### config.mk
export PLATFORM = sky130hd
export DESIGN_NAME = vote_collector
export DESIGN_NICKNAME = d
export VERILOG_FILES = /design/src/rtl/vote_collector.sv
export SDC_FILE = /design/constraint.sdc
export NUM_CORES = 1
export LEC_CHECK = 0
export CAP_MARGIN = 10
export CORE_ASPECT_RATIO = 0.8
export CORE_MARGIN = 10
export CORE_UTILIZATION = 35
export CTS_BUF_LIST = sky130_fd_sc_hd__clkbuf_4 sky130_fd_sc_hd__clkbuf_8
export CTS_CLUSTER_DIAMETER = 40
export CTS_CLUSTER_SIZE = 12
export DETAILED_ROUTE_END_ITERATION = 7
export DONT_BUFFER_PORTS = 1
export PLACE_DENSITY = 0.6
export SLEW_MARGIN = 30
export SYNTH_ARGS = -nofsm -noshare
export SYNTH_HDL_FRONTEND = slang
export SYNTH_SLANG_ARGS = --single-unit
### constraint.sdc
create_clock -name clk -period 3.5 [get_ports clk]
set_input_delay 1.05 -clock clk [delete_from_list [all_inputs] [get_ports clk]]
set_output_delay 1.05 -clock clk [all_outputs]
set_load 0.02 [all_outputs]
### src/rtl/vote_collector.sv
// Vote collector: gathers up to five single-bit votes into a frame for the
// 5-input majority stage, closing early on an idle timeout.
module vote_collector #(
  parameter int unsigned TIMEOUT = 16
) (
  input  logic       clk,
  input  logic       rst_n,
  input  logic       clear,
  input  logic       vote_valid,
  input  logic       vote_bit,
  output logic       vote_ready,
  output logic [4:0] votes,
  output logic       votes_valid,
  input  logic       votes_ack,
  output logic       partial,
  output logic [2:0] ones_cnt
);

  localparam int unsigned NVOTES = 5;
  localparam int unsigned CW     = 3;
  localparam int unsigned TW     = 8;

  localparam logic [CW-1:0] COUNT_LAST = CW'(NVOTES - 1);
  localparam logic [CW-1:0] COUNT_FULL = CW'(NVOTES);
  localparam logic [TW-1:0] TIMER_LAST = TW'(TIMEOUT - 1);

  typedef enum logic [1:0] {
    IDLE    = 2'd0,
    COLLECT = 2'd1,
    HOLD    = 2'd2
  } state_t;

  state_t            state_q, state_d;
  logic [CW-1:0]     count_q, count_d;
  logic [TW-1:0]     timer_q, timer_d;
  logic [NVOTES-1:0] votes_d;
  logic [2:0]        ones_d;
  logic              partial_d;
  logic              valid_d;

  // Readiness depends on state alone so upstream never sees a combinational path.
  assign vote_ready = (state_q != HOLD);

  // State and output registers.
  always_ff @(posedge clk or negedge rst_n) begin
    if (!rst_n) begin
      state_q     <= IDLE;
      count_q     <= '0;
      timer_q     <= '0;
      votes       <= '0;
      ones_cnt    <= '0;
      partial     <= 1'b0;
      votes_valid <= 1'b0;
    end else begin
      state_q     <= state_d;
      count_q     <= count_d;
      timer_q     <= timer_d;
      votes       <= votes_d;
      ones_cnt    <= ones_d;
      partial     <= partial_d;
      votes_valid <= valid_d;
    end
  end

  // Next-state and next-output decode; clear overrides everything.
  always_comb begin
    state_d   = state_q;
    count_d   = count_q;
    timer_d   = timer_q;
    votes_d   = votes;
    ones_d    = ones_cnt;
    partial_d = partial;
    valid_d   = votes_valid;

    if (clear) begin
      state_d   = IDLE;
      count_d   = '0;
      timer_d   = '0;
      votes_d   = '0;
      ones_d    = '0;
      partial_d = 1'b0;
      valid_d   = 1'b0;
    end else begin
      case (state_q)
        IDLE: begin
          if (vote_valid) begin
            votes_d = NVOTES'(vote_bit);
            ones_d  = 3'(vote_bit);
            count_d = CW'(1);
            timer_d = '0;
            state_d = COLLECT;
          end
        end

        COLLECT: begin
          if (vote_valid) begin
            votes_d = votes | (NVOTES'(vote_bit) << count_q);
            ones_d  = ones_cnt + 3'(vote_bit);
            timer_d = '0;
            if (count_q >= COUNT_LAST) begin
              count_d = COUNT_FULL;
              state_d = HOLD;
              valid_d = 1'b1;
            end else begin
              count_d = count_q + CW'(1);
            end
          end else if (timer_q >= TIMER_LAST) begin
            // Unfilled bits are already zero from the IDLE entry.
            timer_d   = '0;
            state_d   = HOLD;
            valid_d   = 1'b1;
            partial_d = 1'b1;
          end else begin
            timer_d = timer_q + TW'(1);
          end
        end

        HOLD: begin
          if (votes_ack) begin
            state_d   = IDLE;
            count_d   = '0;
            timer_d   = '0;
            votes_d   = '0;
            ones_d    = '0;
            partial_d = 1'b0;
            valid_d   = 1'b0;
          end
        end

        default: begin
          state_d   = IDLE;
          count_d   = '0;
          timer_d   = '0;
          votes_d   = '0;
          ones_d    = '0;
          partial_d = 1'b0;
          valid_d   = 1'b0;
        end
      endcase
    end
  end

endmodule

Yosys cells after proc, flatten, opt, wreduce, memory -nomap -nowiden. Cells that the tools add are included.

Flip-flop bits (word level): 23. Bits in latches: 0. Bits in writable memories: 0. Memory bits (read-only): 0. Input port bits: 6. Logic and storage cells: 68. Memories kept: 0.

Add/sub/neg operators: 3. $mul: 0. Divide/modulo/power cells: 0. Magnitude comparators: 2. Equal/unequal tests: 11. Shift-type cells: 1. Mux-type cells: 37. Bitwise logic cells: 1. Reductions and logical operators: 6.

Operators with widths (count): two-way mux 8 bit (5); two-way mux 3 bit (8); one-hot mux 8 bit (3 select lines) (1); two-way mux 5 bit (4); one-hot mux 3 bit (3 select lines) (2); != test 3 bit, second input constant (5); one-hot mux 5 bit (3 select lines) (1); two-way mux 2 bit (6); AND reduction 4 bit (3); adder 8 x 1 -> 8 bit, second input constant (1); greater-or-equal comparator 8 x 4 -> 1 bit, second input constant (1); != test 4 bit, second input constant (2); two-way mux 1 bit (7); one-hot mux 1 bit (3 select lines) (2); one-hot mux 2 bit (3 select lines) (1); OR 5 bit (1); left shift 1 x 3 -> 5 bit (1); != test 2 bit, second input constant (2); adder 3 x 1 -> 3 bit (1); adder 3 x 1 -> 3 bit, second input constant (1); greater-or-equal comparator 3 bit, second input constant (1); AND reduction 3 bit (1); == test 2 x 1 -> 1 bit, second input constant (1); == test 2 bit, second input constant (1); 2 further kinds (2).

Longest topological paths before layout. Gate-level depths: netlist (run 1).

Depth in word-level cells: 5. Mapped depth: 6. Depth with buffers taken out: 5.

Worst setup path after synthesis (run 1). Ideal clock, no wire load.

Kind: input to register. From: input port clear. To: register timer_q[3]. Arrival time: 2.084 ns. Path slack: 1.352 ns. Stages: 5. Buffers on the path: 1. Cells stage by stage: buf_2 > nor4b_2 > nand3_2 > nor4_1 > a211o_1.

Longest elaborated chain between the ends: 2. Elaborated cells between the ends (all ways): 4. Those cells by class: eq/ne (2); mux (1); reduce/logical (1).

RTL lines: start, declared (RTL line 8) `input logic clear,`; != test 3 bit (no line); AND reduction 2 bit (no line); end signal, assigned (RTL line 57) `timer_q <= timer_d;`; end, declared (RTL line 35) `logic [TW-1:0] timer_q, timer_d;`.

Parallel ways exist; a longest one is shown, timed or not. A chain may end at the register's enable or synchronous reset.

Worst setup path after layout (run 1).
From: register state_q[0]. To: output port vote_ready.

Longest elaborated chain between the ends: 1.

RTL lines: start, declared (RTL line 33) `state_t state_q, state_d;`; start signal, assigned (RTL line 55) `state_q <= state_d;`; != test 2 bit (RTL line 42) `assign vote_ready = (state_q != HOLD);`; end, declared (RTL line 11) `output logic vote_ready,`.

Every way passes these cells.

==> results.json, run 1 <==
{
  "seq_area_frac_synth": 0.489,
  "via_per_inst": 5.53,
  "syn2layout_area_growth_pct": 5.63,
  "dp_slack_ns": 1.33,
  "finClkSkew_ns": 0.00531,
  "numPortBuffers": 0,
  "end_kind": "primary output",
  "leakage_nw": 0.537,
  "slowest_stage": "dfrtp_1",
  "drtAntennaViolNets": 0,
  "rsz0062_at_grt": "no",
  "synth_most_common_cell": "dfrtp_1",
  "hold_class": "primary input to asynchronous set/reset pin",
  "holdBufCountCts": 0,
  "tightestPinTransition_ns": 0.711,
  "rows": 18,
  "start_kind": "flop",
  "cts_buffers": 3,
  "dpl.hpwl_um": 1810,
  "muxShareOfSynthArea": 0.00850,
  "worst_slack_ns": 1.34,
  "num_io_pins": 17,
  "cp_max_fo": 11,
  "layout.cells.non_filler": 156,
  "crit_path_max_incr_delay_ns": 0.56,
  "tns_ns": 0,
  "hold_violations": 0,
  "die-area_um2": 6100,
  "cpLargestDelayFamily": "flip-flops",
  "cp.arrival_ns": 1.11,
  "yosysTopAreaCell": "dfrtp_1",
  "clkSinkCount": 23,
  "grtUsageTotal": 0.0829,
  "drt_iter0_markers": 65,
  "period_needed_ns": 2.16,
  "crit_type": "flop to primary output",
  "postCtsSetupBuffers": 0,
  "dp.cells": 152,
  "wire_per_inst_um": 15.9,
  "grt_pass1_wl_um": 4160,
  "initial_core_util": 0.373,
  "drive_gt1_frac": 0.103,
  "max_cap_violations": 0,
  "yosys_register_bits": 23,
  "synthFlopType": "dfrtp_1",
  "vias": 863,
  "cts_max_level": 1,
  "clockBufferDepth": 2,
  "grt_pass1_vias": 837,
  "p_total_mw": 0.494,
  "yosys.area_share.simple": 0.215,
  "die_h_um": 71.9,
  "wl_um": 2480,
  "insertion_delay_ns": 0.26,
  "ir_worst_vdd_mv": 0.153,
  "setup_viol": 0,
  "fmax_mhz": 463,
  "synth_nets": 128,
  "synth_area_leaders": "dfrtp_1, ha_1, nor2_1, a41oi_1, nand2_1",
  "crit_required_ns": 2.45,
  "path_buf_inv": 0,
  "outcome": "complete, no violations",
  "cts_tree": "yes",
  "postCtsResizedCells": 0,
  "slew-limit-headroom": 0.525,
  "p_per_area_nw_per_um2": 397,
  "grt_antenna_before_repair": 0,
  "crit_chain": "nand2b_1",
  "drc": 0,
  "synth_fa_ha_area_frac": 0.0531,
  "synth_compound_area_frac": 0.187,
  "synth.distinct_cells": 41,
  "synth_top_family_by_area": "simple AND/OR/NAND/NOR gates",
  "synth_edf_count": 0,
  "yosysWarnings": 0,
  "synthTopCellsByCount": "dfrtp_1, nor2_1, nand2_1, inv_1",
  "diodes": 0,
  "grt_max_degree": 24,
  "slew_viol_final": 0,
  "firstDrtPassIters": 4,
  "synth_top_cell_area_share": 0.489,
  "synth_area_um2": 1180,
  "place_congestion": 0.787,
  "path_clk_slew_ns": 0.08,
  "cts_root_buf": "clkbuf_8",
  "grt_overflow_total": 0,
  "core_um2": 3150,
  "async_reset_ff_frac": 1.00,
  "synth_cells": 117,
  "period_share": 0.618,
  "nets": 128,
  "die_width_um": 84.8,
  "syn_area_per_cell_um2": 10.1,
  "synthXorXnorAreaFrac": 0
}
[registers in the layout, indices dropped and copies added (netlist names)]
register,flops
partial,1
ones_cnt,3
votes_valid,1
timer_q,8
votes,5
state_q,2
count_q,3
[final cells by class]
type                            instances  area, um2
Fill cell                             304       1910
Sequential cell                        23        576
Multi-Input combinational cell         82        546
Tap cell                               40       50.0
Clock buffer                            3       41.3
Inverter                                7       26.3
Clock inverter                          1       5.00
[logic make-up after synthesis]
| logic type | count (synthesis) |
|---|---|
| muxes | 1 |
| buffers and inverters | 12 |
| DFF | 23 |
| and+or+nand+nor | 46 |
| adders and majority gates | 5 |
| AOI/OAI and AO/OA | 30 |
[per-layer routing]
| metal | up-vias | global-route usage | share of wire |
|---|---|---|---|
| met5 | - | 0 | 0 |
| met4 | 0 | 0.0328 | 0.014 |
| met3 | 5 | 0.0463 | 0.11 |
| met2 | 20 | 0.112 | 0.41 |
| met1 | 413 | 0.106 | 0.46 |
| li1 | 425 | - | - |
[metrics by stage]
stage          cell area [um2]  hold WS, ns   util
3_5_place_dp              1200        0.526  0.380
3_3_place_gp              1200        0.521  0.380
4_1_cts                   1240        0.465  0.394
6_report                  1240        0.471  0.394
2_1_floorplan             1180        0.475      -
5_1_grt                   1240        0.451  0.394
[worst paths after layout]
kind                                             start                      end  slack [ns]  depth (start not counted)
worst max-delay path            state_q[0]$_DFFE_PN0P_               vote_ready        1.34                          1
max in group asynchronous                        rst_n      partial$_DFFE_PN0P_        2.95                          0
worst min-delay path                             rst_n     votes[1]$_DFFE_PN0P_        0.47                          0
worst min register to register  timer_q[1]$_DFFE_PN0P_   timer_q[1]$_DFFE_PN0P_        0.53                          2
min in group clk                timer_q[1]$_DFFE_PN0P_   timer_q[1]$_DFFE_PN0P_        0.53                          2
worst max register to register  state_q[0]$_DFFE_PN0P_  ones_cnt[2]$_DFFE_PN0P_        1.77                          3
[report_power, final]
part	leakage (nW)	switching, mW	internal (mW)
clock	0.0255	0.0829	0.0794
sequential	0.316	0.0166	0.273
combinational	0.195	0.0247	0.0168
[placed cells by master, fill, tap and decap left out, types with 3 or more instances in the layout]
cell,synthesis,final
and3_1,3,3
ha_1,5,5
a21oi_1,4,4
nor2_1,15,15
o21ai_1,4,4
a41oi_1,4,4
dfrtp_1,23,23
clkbuf_8,0,3
nand2_1,8,8
inv_1,7,7
o21ai_0,5,5
nand3_1,4,4
Note: power is estimated with default switching activity, not from simulation.
==> run 2, diff against run 1 <==
Clock period 3.5 ns to 2.2 ns, I/O delays scaled along.
==> run 2 against run 1 <==
Net effect: register-to-register slack got worse by 1.2 ns; critical path depth unchanged; flip-flop and latch count unchanged; critical path type unchanged; critical endpoint unchanged.
==> results.json, run 2 (synthesis results as in run 1) <==
{
  "firstDrtPassIters": 4,
  "cpLargestDelayFamily": "flip-flops",
  "seqPwrFrac": 0.584,
  "p_per_area_nw_per_um2": 631,
  "cts_tree": "yes",
  "via_per_inst": 5.59,
  "dp.cells": 153,
  "drive_gt1_frac": 0.111,
  "diodes": 0,
  "outcome": "complete, no violations",
  "use_met1": 0.104,
  "dp_slack_ns": 0.443,
  "area.sequential_um2": 576,
  "crit_type": "flop to primary output",
  "cts_max_level": 1,
  "multiInputGateArea_um2": 546,
  "drtAntennaViolNets": 0,
  "cp_max_fo": 11,
  "grt_pass1_vias": 846,
  "drt_iter0_markers": 62,
  "numPortBuffers": 0,
  "syn2layout_area_growth_pct": 6.27,
  "core_um2": 3150,
  "initial_core_util": 0.373,
  "max_cap_violations": 0,
  "grt_pass1_wl_um": 4170,
  "swShare": 0.254,
  "cts_root_buf": "clkbuf_8",
  "clockPowerShare": 0.332,
  "postCtsResizedCells": 0,
  "slowest_stage": "dfrtp_1",
  "slew_viol_final": 0,
  "internal-power_mw": 0.589,
  "path_buf_inv": 0,
  "worst_slack_ns": 0.439,
  "combPwrFrac": 0.084,
  "vias": 878,
  "nets": 129,
  "clockBufferDepth": 2,
  "finalInstanceArea_um2": 1250,
  "max_flop_register": "timer_q",
  "fmax_mhz": 568,
  "period_share": 0.801,
  "tightestPinTransition_ns": 0.438,
  "die-area_um2": 6100,
  "finClkSkew_ns": 0.00161,
  "rrSetupSlack_ns": 0.53,
  "leakage_nw": 0.542,
  "rsz0062_at_grt": "no",
  "grt_antenna_before_repair": 0,
  "ir_worst_vdd_mv": 0.228,
  "crit_chain": "nand2b_1",
  "start_kind": "flop",
  "largest_reg_flops": 8,
  "layout.cells.non_filler": 157,
  "wl_um": 2400,
  "num_io_pins": 17,
  "insertion_delay_ns": 0.26,
  "die_width_um": 84.8,
  "p_switching_mw": 0.200,
  "die_h_um": 71.9,
  "drc": 0,
  "period_needed_ns": 1.76,
  "place_congestion": 0.783,
  "hold_violations": 0,
  "setup_viol": 0,
  "end_kind": "primary output",
  "slew-limit-headroom": 0.707,
  "path_clk_slew_ns": 0.08,
  "crit_path_max_incr_delay_ns": 0.55,
  "clkSinkCount": 23,
  "cts_buffers": 3,
  "reg.largest.list": "timer_q: 8 flops, votes: 5 flops",
  "grt_overflow_total": 0,
  "mostFrequentLayoutCells": "dfrtp_1, nor2_1, nand2_1",
  "dpl.hpwl_um": 1800,
  "use_met3": 0.0384,
  "layout_commonest_cell": "dfrtp_1",
  "wire_per_inst_um": 15.3,
  "crit_required_ns": 1.54,
  "utilization": 0.397,
  "cp.arrival_ns": 1.10,
  "rows": 18,
  "fillers": 312,
  "postCtsSetupBuffers": 0,
  "hold_class": "primary input to asynchronous set/reset pin",
  "grt_max_degree": 24,
  "use_met2": 0.117,
  "holdBufCountCts": 0,
  "placed_area_um2": 1200,
  "grtUsageTotal": 0.0827,
  "top_usage_layer": "met2",
  "tns_ns": 0
}
==> run 2: cell count changes in the layout (fill, tap and decap cells not counted) <==
cell,change
buf_4,+1
==> run 2: worst paths after layout <==
check	from	cells past startpoint	to
max	state_q[0]$_DFFE_PN0P_	1	vote_ready
min in group clk	clear	1	votes_valid$_DFFE_PN0P_
max reg2reg	state_q[0]$_DFFE_PN0P_	4	timer_q[3]$_DFFE_PN0P_
min	rst_n	0	votes[3]$_DFFE_PN0P_
max in group asynchronous	rst_n	0	votes_valid$_DFFE_PN0P_
min reg2reg	timer_q[1]$_DFFE_PN0P_	2	timer_q[1]$_DFFE_PN0P_
==> run 2: final cells by class <==
cell class / count / share of cell area
sequential: 23 / 0.460
multi-input combinational: 82 / 0.436
tap: 40 / 0.0400
clock buffer: 3 / 0.0330
inverter: 7 / 0.0210
timing repair buffer: 1 / 0.00600
clock inverter: 1 / 0.00400
==> run 2: power by group through the flow <==
| stage | clock (mW) | combinational [mW] | sequential, mW |
|---|---|---|---|
| 4_1_cts | 0.273 | 0.0669 | 0.462 |
| 6_report | 0.262 | 0.0665 | 0.461 |
| 3_5_place_dp | 0 | 0.0666 | 0.470 |
| 3_3_place_gp | 0 | 0.0663 | 0.470 |
| 5_1_grt | 0.284 | 0.0763 | 0.464 |
| 2_1_floorplan | 0 | 0.0653 | 0.460 |
==> run 2: worst register-to-register path, stage by stage, from the launching register on <==
cell and delay [ns]:
dfrtp_1 0.51, a211oi_2 0.41, and2_1 0.33, nor4_1 0.09
a211o_1 0.22
==> run 2: metal layers <==
metal,part of all wire,up-vias
li1,-,429
met1,0.45,414
met2,0.41,30
met3,0.11,5
met4,0.019,0
met5,0,-
==> run 2: per-stage QoR <==
step / power (mW) / hold slack [ns]
3_5_place_dp: 0.537 / 0.366
4_1_cts: 0.801 / 0.0732
5_1_grt: 0.825 / 0.0641
3_3_place_gp: 0.536 / 0.366
6_report: 0.789 / 0.0811
2_1_floorplan: 0.525 / 0.364
